## config.mk

```make
export PLATFORM = sky130hd
export DESIGN_NAME = right_shift_rotate_seq_16bit
export DESIGN_NICKNAME = d
export VERILOG_FILES = /design/src/rtl/right_shift_rotate_seq_16bit_pkg.sv /design/src/rtl/right_step_16bit.sv /design/src/rtl/right_shift_rotate_seq_16bit.sv
export SDC_FILE = /design/constraint.sdc
export NUM_CORES = 1
export LEC_CHECK = 0
export CORE_MARGIN = 2
export CORE_UTILIZATION = 34
export DETAILED_ROUTE_END_ITERATION = 10
export PLACE_DENSITY = 0.72
export SYNTH_ARGS = -nofsm -noshare
export SYNTH_HDL_FRONTEND = slang
export SYNTH_SLANG_ARGS = --single-unit
```

## constraint.sdc

```tcl
create_clock -name clk -period 1.8 [get_ports clk]
set_clock_uncertainty 0.1 [all_clocks]
set_input_delay 0.18 -clock clk [delete_from_list [all_inputs] [get_ports clk]]
set_output_delay 0.18 -clock clk [all_outputs]
set_load 0.02 [all_outputs]
```

## src/rtl/right_shift_rotate_seq_16bit_pkg.sv

```systemverilog
// Shared definitions for the multi-cycle right shift/rotate unit.
// Contents: data/amount widths, mode codes and FSM state encoding.
// Optional feature macro RSR_ARITH_EN (used by right_step_16bit) enables
// sign-filling arithmetic right shift for mode 2'b10.
package right_shift_rotate_seq_16bit_pkg;

    localparam int WIDTH = 16;
    localparam int CNT_W = 4;

    // Mode codes; 2'b11 is not named and decodes as rotate.
    localparam logic [1:0] RSR_ROR = 2'b00;
    localparam logic [1:0] RSR_LSR = 2'b01;
    localparam logic [1:0] RSR_ASR = 2'b10;

    typedef enum logic [1:0] {
        ST_IDLE  = 2'd0,
        ST_SHIFT = 2'd1,
        ST_DONE  = 2'd2
    } state_t;

endpackage

```

## src/rtl/right_step_16bit.sv

```systemverilog
// Combinational single-position right step.
// Ports:
//   in   [15:0]  value to step
//   mode [1:0]   00/11 rotate right, 01 logical right, 10 arithmetic right
//   out  [15:0]  value moved right by one position
// Macro RSR_ARITH_EN: when defined, mode 10 fills with the sign bit; when
// undefined, mode 10 zero-fills and no sign-fill path exists.
module right_step_16bit
    import right_shift_rotate_seq_16bit_pkg::*;
(
    input  logic [15:0] in,
    input  logic [1:0]  mode,
    output logic [15:0] out
);

    // Select the fill bit entering position 15 according to the mode.
    always_comb begin
        out = {in[0], in[15:1]};
        case (mode)
            RSR_ROR: out = {in[0], in[15:1]};
            RSR_LSR: out = {1'b0, in[15:1]};
`ifdef RSR_ARITH_EN
            RSR_ASR: out = {in[15], in[15:1]};
`else
            RSR_ASR: out = {1'b0, in[15:1]};
`endif
            default: out = {in[0], in[15:1]};
        endcase
    end

endmodule

```

## src/rtl/right_shift_rotate_seq_16bit.sv

```systemverilog
// Multi-cycle 16-bit right shift/rotate unit, one bit position per clock.
// Ports:
//   clk, rst           rising-edge clock, asynchronous active-high reset
//   in_valid/in_ready  operand handshake (in_ready high only when idle)
//   in, shift, mode    operand, amount 0..15, mode (00/11 ror, 01 lsr, 10 asr)
//   out_valid/out_ready result handshake (out_valid high only when done)
//   out                result register
//   busy               high while shifting or holding a result
// Macro RSR_ARITH_EN selects sign-fill for mode 10 (see right_step_16bit).
module right_shift_rotate_seq_16bit
    import right_shift_rotate_seq_16bit_pkg::*;
(
    input  logic             clk,
    input  logic             rst,
    input  logic             in_valid,
    output logic             in_ready,
    input  logic [WIDTH-1:0] in,
    input  logic [CNT_W-1:0] shift,
    input  logic [1:0]       mode,
    output logic             out_valid,
    input  logic             out_ready,
    output logic [WIDTH-1:0] out,
    output logic             busy
);

    state_t           state_r;
    logic [CNT_W-1:0] count_r;
    logic [1:0]       mode_r;
    logic [WIDTH-1:0] out_r;
    logic             in_ready_r;
    logic             out_valid_r;
    logic             busy_r;
    logic [WIDTH-1:0] step_s;

    right_step_16bit u_step (
        .in   (out_r),
        .mode (mode_r),
        .out  (step_s)
    );

    // Control FSM with datapath registers; handshake flags are registered
    // alongside the state so they change on the same edge as the state.
    always_ff @(posedge clk or posedge rst) begin
        if (rst) begin
            state_r     <= ST_IDLE;
            count_r     <= {CNT_W{1'b0}};
            mode_r      <= 2'b00;
            out_r       <= {WIDTH{1'b0}};
            in_ready_r  <= 1'b1;
            out_valid_r <= 1'b0;
            busy_r      <= 1'b0;
        end else begin
            case (state_r)
                ST_IDLE: begin
                    // in_ready is high in IDLE, so in_valid alone is an accept.
                    if (in_valid) begin
                        out_r      <= in;
                        count_r    <= shift;
                        mode_r     <= mode;
                        in_ready_r <= 1'b0;
                        busy_r     <= 1'b1;
                        if (shift == {CNT_W{1'b0}}) begin
                            state_r     <= ST_DONE;
                            out_valid_r <= 1'b1;
                        end else begin
                            state_r     <= ST_SHIFT;
                            out_valid_r <= 1'b0;
                        end
                    end else begin
                        state_r <= ST_IDLE;
                    end
                end
                ST_SHIFT: begin
                    out_r   <= step_s;
                    count_r <= count_r - {{(CNT_W-1){1'b0}}, 1'b1};
                    // count==1 means this edge performs the final step.
                    if (count_r == {{(CNT_W-1){1'b0}}, 1'b1}) begin
                        state_r     <= ST_DONE;
                        out_valid_r <= 1'b1;
                    end else begin
                        state_r <= ST_SHIFT;
                    end
                end
                ST_DONE: begin
                    if (out_ready) begin
                        state_r     <= ST_IDLE;
                        out_valid_r <= 1'b0;
                        in_ready_r  <= 1'b1;
                        busy_r      <= 1'b0;
                    end else begin
                        state_r <= ST_DONE;
                    end
                end
                default: begin
                    state_r     <= ST_IDLE;
                    count_r     <= {CNT_W{1'b0}};
                    in_ready_r  <= 1'b1;
                    out_valid_r <= 1'b0;
                    busy_r      <= 1'b0;
                end
            endcase
        end
    end

    assign in_ready  = in_ready_r;
    assign out_valid = out_valid_r;
    assign busy      = busy_r;
    assign out       = out_r;

endmodule
```

== Word-level counts from Yosys, hierarchy flattened ==
Cells that the tools add are included.
Storage, ports and cells
  register bits: 27
  output and inout port bits: 19
Operators by class
  add/sub/neg operators: 1
  bitwise gates (word level): 2
  equality and inequality tests: 8
  multiplexer cells: 20
  reduce and logical (&&, ||, !) cells: 9
Operators by type and width (count)
  16-bit two-way mux: 2
  16-bit case mux with 2 select lines: 1
  4-bit case mux with 3 select lines: 1
  1-bit case mux with 3 select lines: 3
  2-bit two-way mux: 4
  1-bit two-way mux: 7
  2-bit inequality test (second input constant): 3
  2-bit case mux with 3 select lines: 1
  2-bit AND reduction: 3
  3-bit AND reduction: 2
  2-bit by 1-bit equality test with 1-bit output (second input constant): 2
  2-bit equality test (second input constant): 2
  4-bit by 1-bit equality test with 1-bit output (second input constant): 1
  4-bit zero test: 1
  4-bit two-way mux: 1
  4-bit by 1-bit subtractor with 4-bit output (second input constant): 1
  2-bit zero test: 1
  1-bit inverter: 2
  2-bit nonzero test: 1
  2-bit OR reduction: 1

== Logic depth before layout (Yosys ltp) ==
  word-level depth: 4
  mapped depth: 5

== By module ==
From an unflattened synthesis, not the netlist that was laid out.
Second synthesis, totals
  cells, all modules: 157
  area, all modules: 1491.4 µm²
By module, submodules not included
  right_shift_rotate_seq_16bit: cells an instance 140, area each 1363.8 µm², instances 1
  right_step_16bit: cells an instance 17, area each 127.6 µm², instances 1

== Worst setup path before layout ==
Ideal clock, no wire load.
  path type: register -> register
  from: register state_r[0]
  to: register mode_r[0]
  slack: 0.405 ns
  stages on the path, launching flop included: 4
  path buffers: 1
  library setup time: 0.125 ns
  arrival time: 1.170 ns
  clock period less this slack: 1.395 ns
  path through: dfrtp_1 > buf_4 > nor3b_1 > mux2_2
Between the ends
  cells in the longest elaborated chain, start to end: 2
Ends and longest elaborated chain
  from (decl): RTL line right_shift_rotate_seq_16bit.sv:26  | state_t state_r;
  from (signal assigned): RTL line right_shift_rotate_seq_16bit.sv:45  | state_r <= ST_IDLE;
  from (signal assigned): RTL line right_shift_rotate_seq_16bit.sv:63  | state_r <= ST_DONE;
  from (signal assigned): RTL line right_shift_rotate_seq_16bit.sv:66  | state_r <= ST_SHIFT;
  2-bit zero test: RTL line right_shift_rotate_seq_16bit.sv:53  | case (state_r)
  2-bit AND reduction (no line)
  to (signal assigned): RTL line right_shift_rotate_seq_16bit.sv:59  | mode_r <= mode;
  to (decl): RTL line right_shift_rotate_seq_16bit.sv:28  | logic [1:0] mode_r;
Every way passes these cells.
A chain may end at the register's enable or synchronous reset.

== Worst setup path in the final report ==
  from: register in_ready_r, in the netlist in_ready
  to: output in_ready
RTL lines
  from (decl): RTL line right_shift_rotate_seq_16bit.sv:30  | logic in_ready_r;
  from (signal assigned): RTL line right_shift_rotate_seq_16bit.sv:49  | in_ready_r <= 1'b1;
  from (signal assigned): RTL line right_shift_rotate_seq_16bit.sv:60  | in_ready_r <= 1'b0;
  from (signal assigned): RTL line right_shift_rotate_seq_16bit.sv:88  | in_ready_r <= 1'b1;
  to (decl): RTL line right_shift_rotate_seq_16bit.sv:16  | output logic in_ready,
No word-level cell between the ends.

==> impl_results.md <==
- PD cells: ~1800 nW/um2
- Die Y-Extent: 66.9 um
- Antenna cells: 0
- Crit path max fanout: 3
- Layout fillers: roughly 340
- Hold buffers post-CTS: 0
- Status: finished clean
- Nets: 213
- Top_reg_cell synth: dfrtp_1
- GR Overflow Total: 0
- Via count: 1,283
- Core region area: 3740 um2
- Synthesized net count: 162
- Fin Setup TNS: 0 ns
- VDD IR-drop max: about 0.00084 V
- RePlAce Congestion: 0.921
- Final Max Tran Viols: 0
- Vias in the first global route: approximately 1,400
- Ports: 45
- Synth warnings: 0
- Syn avg cell area: 10.0 um2
- RSZ-0062 raised after global routing: no
- Post-Synth Adder-Cell Area: 0.0186
- Clk buf depth: 2
- Critical path endpoint category: output port
- Root Buffer Master: clkbuf_8
- Post-synthesis compound-gate area fraction: 0.263
- Slew @ Worst Pin: 0.426 ns
- CP delay by family, top: buffers and inverters
- Synth Register Bits: 27
- Setup violators final: 0
- Final wirelength: 3590 um
- Most instantiated cells after synthesis: 26 x dfrtp_1, 15 x o21ai_0, 14 x nand2_1
- Max Cap Violations: 0
- DRT iter0 DRCs: 77
- Asr flop ratio synth: 1.00
- Post-CTS Setup Bufs: 0
- Share of layout cells above drive strength 1: 0.109
- DPL Wire Length: 2620 um
- Via density: roughly 5.5
- Clk sinks: 27
- Die span in x: between 60 and 70 um
- Port Buffer Count: 44
- WL per Instance: 15.5 um
- Synthesized instance count: ~130
- Worst-path clk slew: 0.10 ns
- CTS tree: built
- Layout area overhead: 42.9%
- Detail Route Antenna Nets: 0
- Total iterations of the first detailed-routing run: 4
- Largest net degree at the start of global routing: 28
- Post-synth EDFFs: 0
- Synthesized cell area: 1340 um2
- Yosys top cell area share: 0.484
- Synth Area in Simple Gates: 0.101
- Worst skew pair latency: 0.27 ns
- Synth area leaders: dfrtp_1 48%, a22oi_1 6.7%, o21ai_0 5.6%
- Initial Util: 0.359
- Slowest CP cell: clkdlybuf4s50_1
- Critical Path Max Stage Delay: 0.60 ns
- TritonCTS buffer count: 3
- First-pass GRT wire length: 5910 um
- Worst-path cell chain: clkdlybuf4s50_1
- XOR/XNOR share of the synthesized area: 0.0196
- Seq/Total Area, Yosys: 0.504
- Fmax: a little under 600 MHz
- Die area: 4470 um2
- CP bufs+invs: 1
- Post-CTS Resized: 0
- Initial antenna violation count: 0
- Largest area contributor in the netlist: dfrtp_1
- Most frequent cell after synthesis: dfrtp_1
- Final Hold Viols: 0
- Classification of the worst setup path: reg -> out
- HP Class: in -> async
- Core Rows: 22
- Library cells used by synthesis: 33
- Crit path launch type: flip-flop
- Worst Path Required: 1.52 ns
- Post-synthesis mux area share: 0.0317
- Period utilisation layout: 0.944
- Combinational family with the most area after synthesis: compound AO/OA/AOI/OAI gates
- Leak pwr: 0.784 nW
- Tot GR Track Use: 0.174
- Max_slew headroom: 0.716
- Max H-tree Level: 1
- Total DRC errors in the routed layout: 0
- Hold_ws: 0.165 ns
- Critical path arrival: 1.42 ns
- Period minus WS final: 1.70 ns
[sequential cells by signal (all words and copies together), names as in the netlist]
signal,cells
out,16
count_r,4
in_ready,1
mode_r,2
busy,1
out_valid,1
state_r,2
[routing by layer]
layer | global-route usage | routed length [um] | vias to the layer above
met1 | 0.232 | 1610 | 632
met5 | 0 | 0 | -
met2 | 0.283 | 1680 | 60
li1 | - | - | 587
met4 | 0.0714 | 40 | 0
met3 | 0.0270 | 260 | 4
[final cells by class]
| type | instances | area (um2) | area share |
|---|---|---|---|
| Clock buffer | 3 | 41.3 | 0.0215 |
| Clock inverter | 1 | 7.51 | 0.00391 |
| Inverter | 8 | 30.0 | 0.0156 |
| Multi-Input combinational cell | 90 | 582 | 0.303 |
| Sequential cell | 27 | 677 | 0.352 |
| Tap cell | 48 | 60.1 | 0.0313 |
| Timing Repair Buffer | 55 | 523 | 0.272 |
[report_power, final]
part           switching (W)  internal [W]
logic               0.000962      0.000889
registers           0.000279      0.000908
clock network       0.000194      0.000157
total                0.00143       0.00195
[through the flow]
stage	worst slack [ns]	power, W	cell area, um2	std cells	util
4_1_cts	0.0936	0.00340	1920	232	0.513
5_1_grt	0.0692	0.00362	1920	232	0.513
3_5_place_dp	0.0404	0.00304	1870	228	0.500
6_report	0.101	0.00339	1920	232	0.513
2_1_floorplan	0.405	0.00228	1340	134	-
3_3_place_gp	0.0762	0.00297	1870	228	0.500
[logic make-up after synthesis]
group,count (synthesis)
AO/OA/AOI/OAI,54
XOR/XNOR,3
adder cells (fa/ha/maj),2
buffers and inverters,17
flip-flops,27
multiplexers,4
AND/OR/NAND/NOR,27
[worst paths after layout]
kind / startpoint / cells past startpoint / end / slack [ns]
min in group clk: in_ready / 2 / in_ready / 0.41
min reg2reg: in_ready / 2 / in_ready / 0.41
max in group asynchronous: rst / 3 / in_ready / 1.13
max: in_ready / 1 / in_ready / 0.10
max reg2reg: count_r[1] / 5 / out_valid / 0.25
min: rst / 3 / out[2] / 0.17
[placed cells by master (no fill, tap or decap), drive strengths merged]
cell and n:
a21oi 7, a22o 2, a22oi 12, a311oi 1
a32oi 2, buf 11, clkbuf 3, clkdlybuf4s50 44
clkinv 1, clkinvlp 1, dfrtp 26, dfstp 1
ha 2, inv 7, mux2 2, mux2i 2
nand2 14, nand2b 3, nand3 1, nor2 1
nor2b 3, nor3 2, nor3b 2, o211ai 1
o21a 1, o21ai 15, o21bai 1, o22a 1
o22ai 9, o31ai 2, or4 1, xnor2 2
xor2 1
[worst reg2reg max path, stage by stage, from the launching register on]
cell and delay, ns:
dfrtp_1 0.42, inv_1 0.09, ha_1 0.14, nor3b_1 0.38, nor3_1 0.10, a311oi_2 0.24
(Power assumes the default switching activity.)
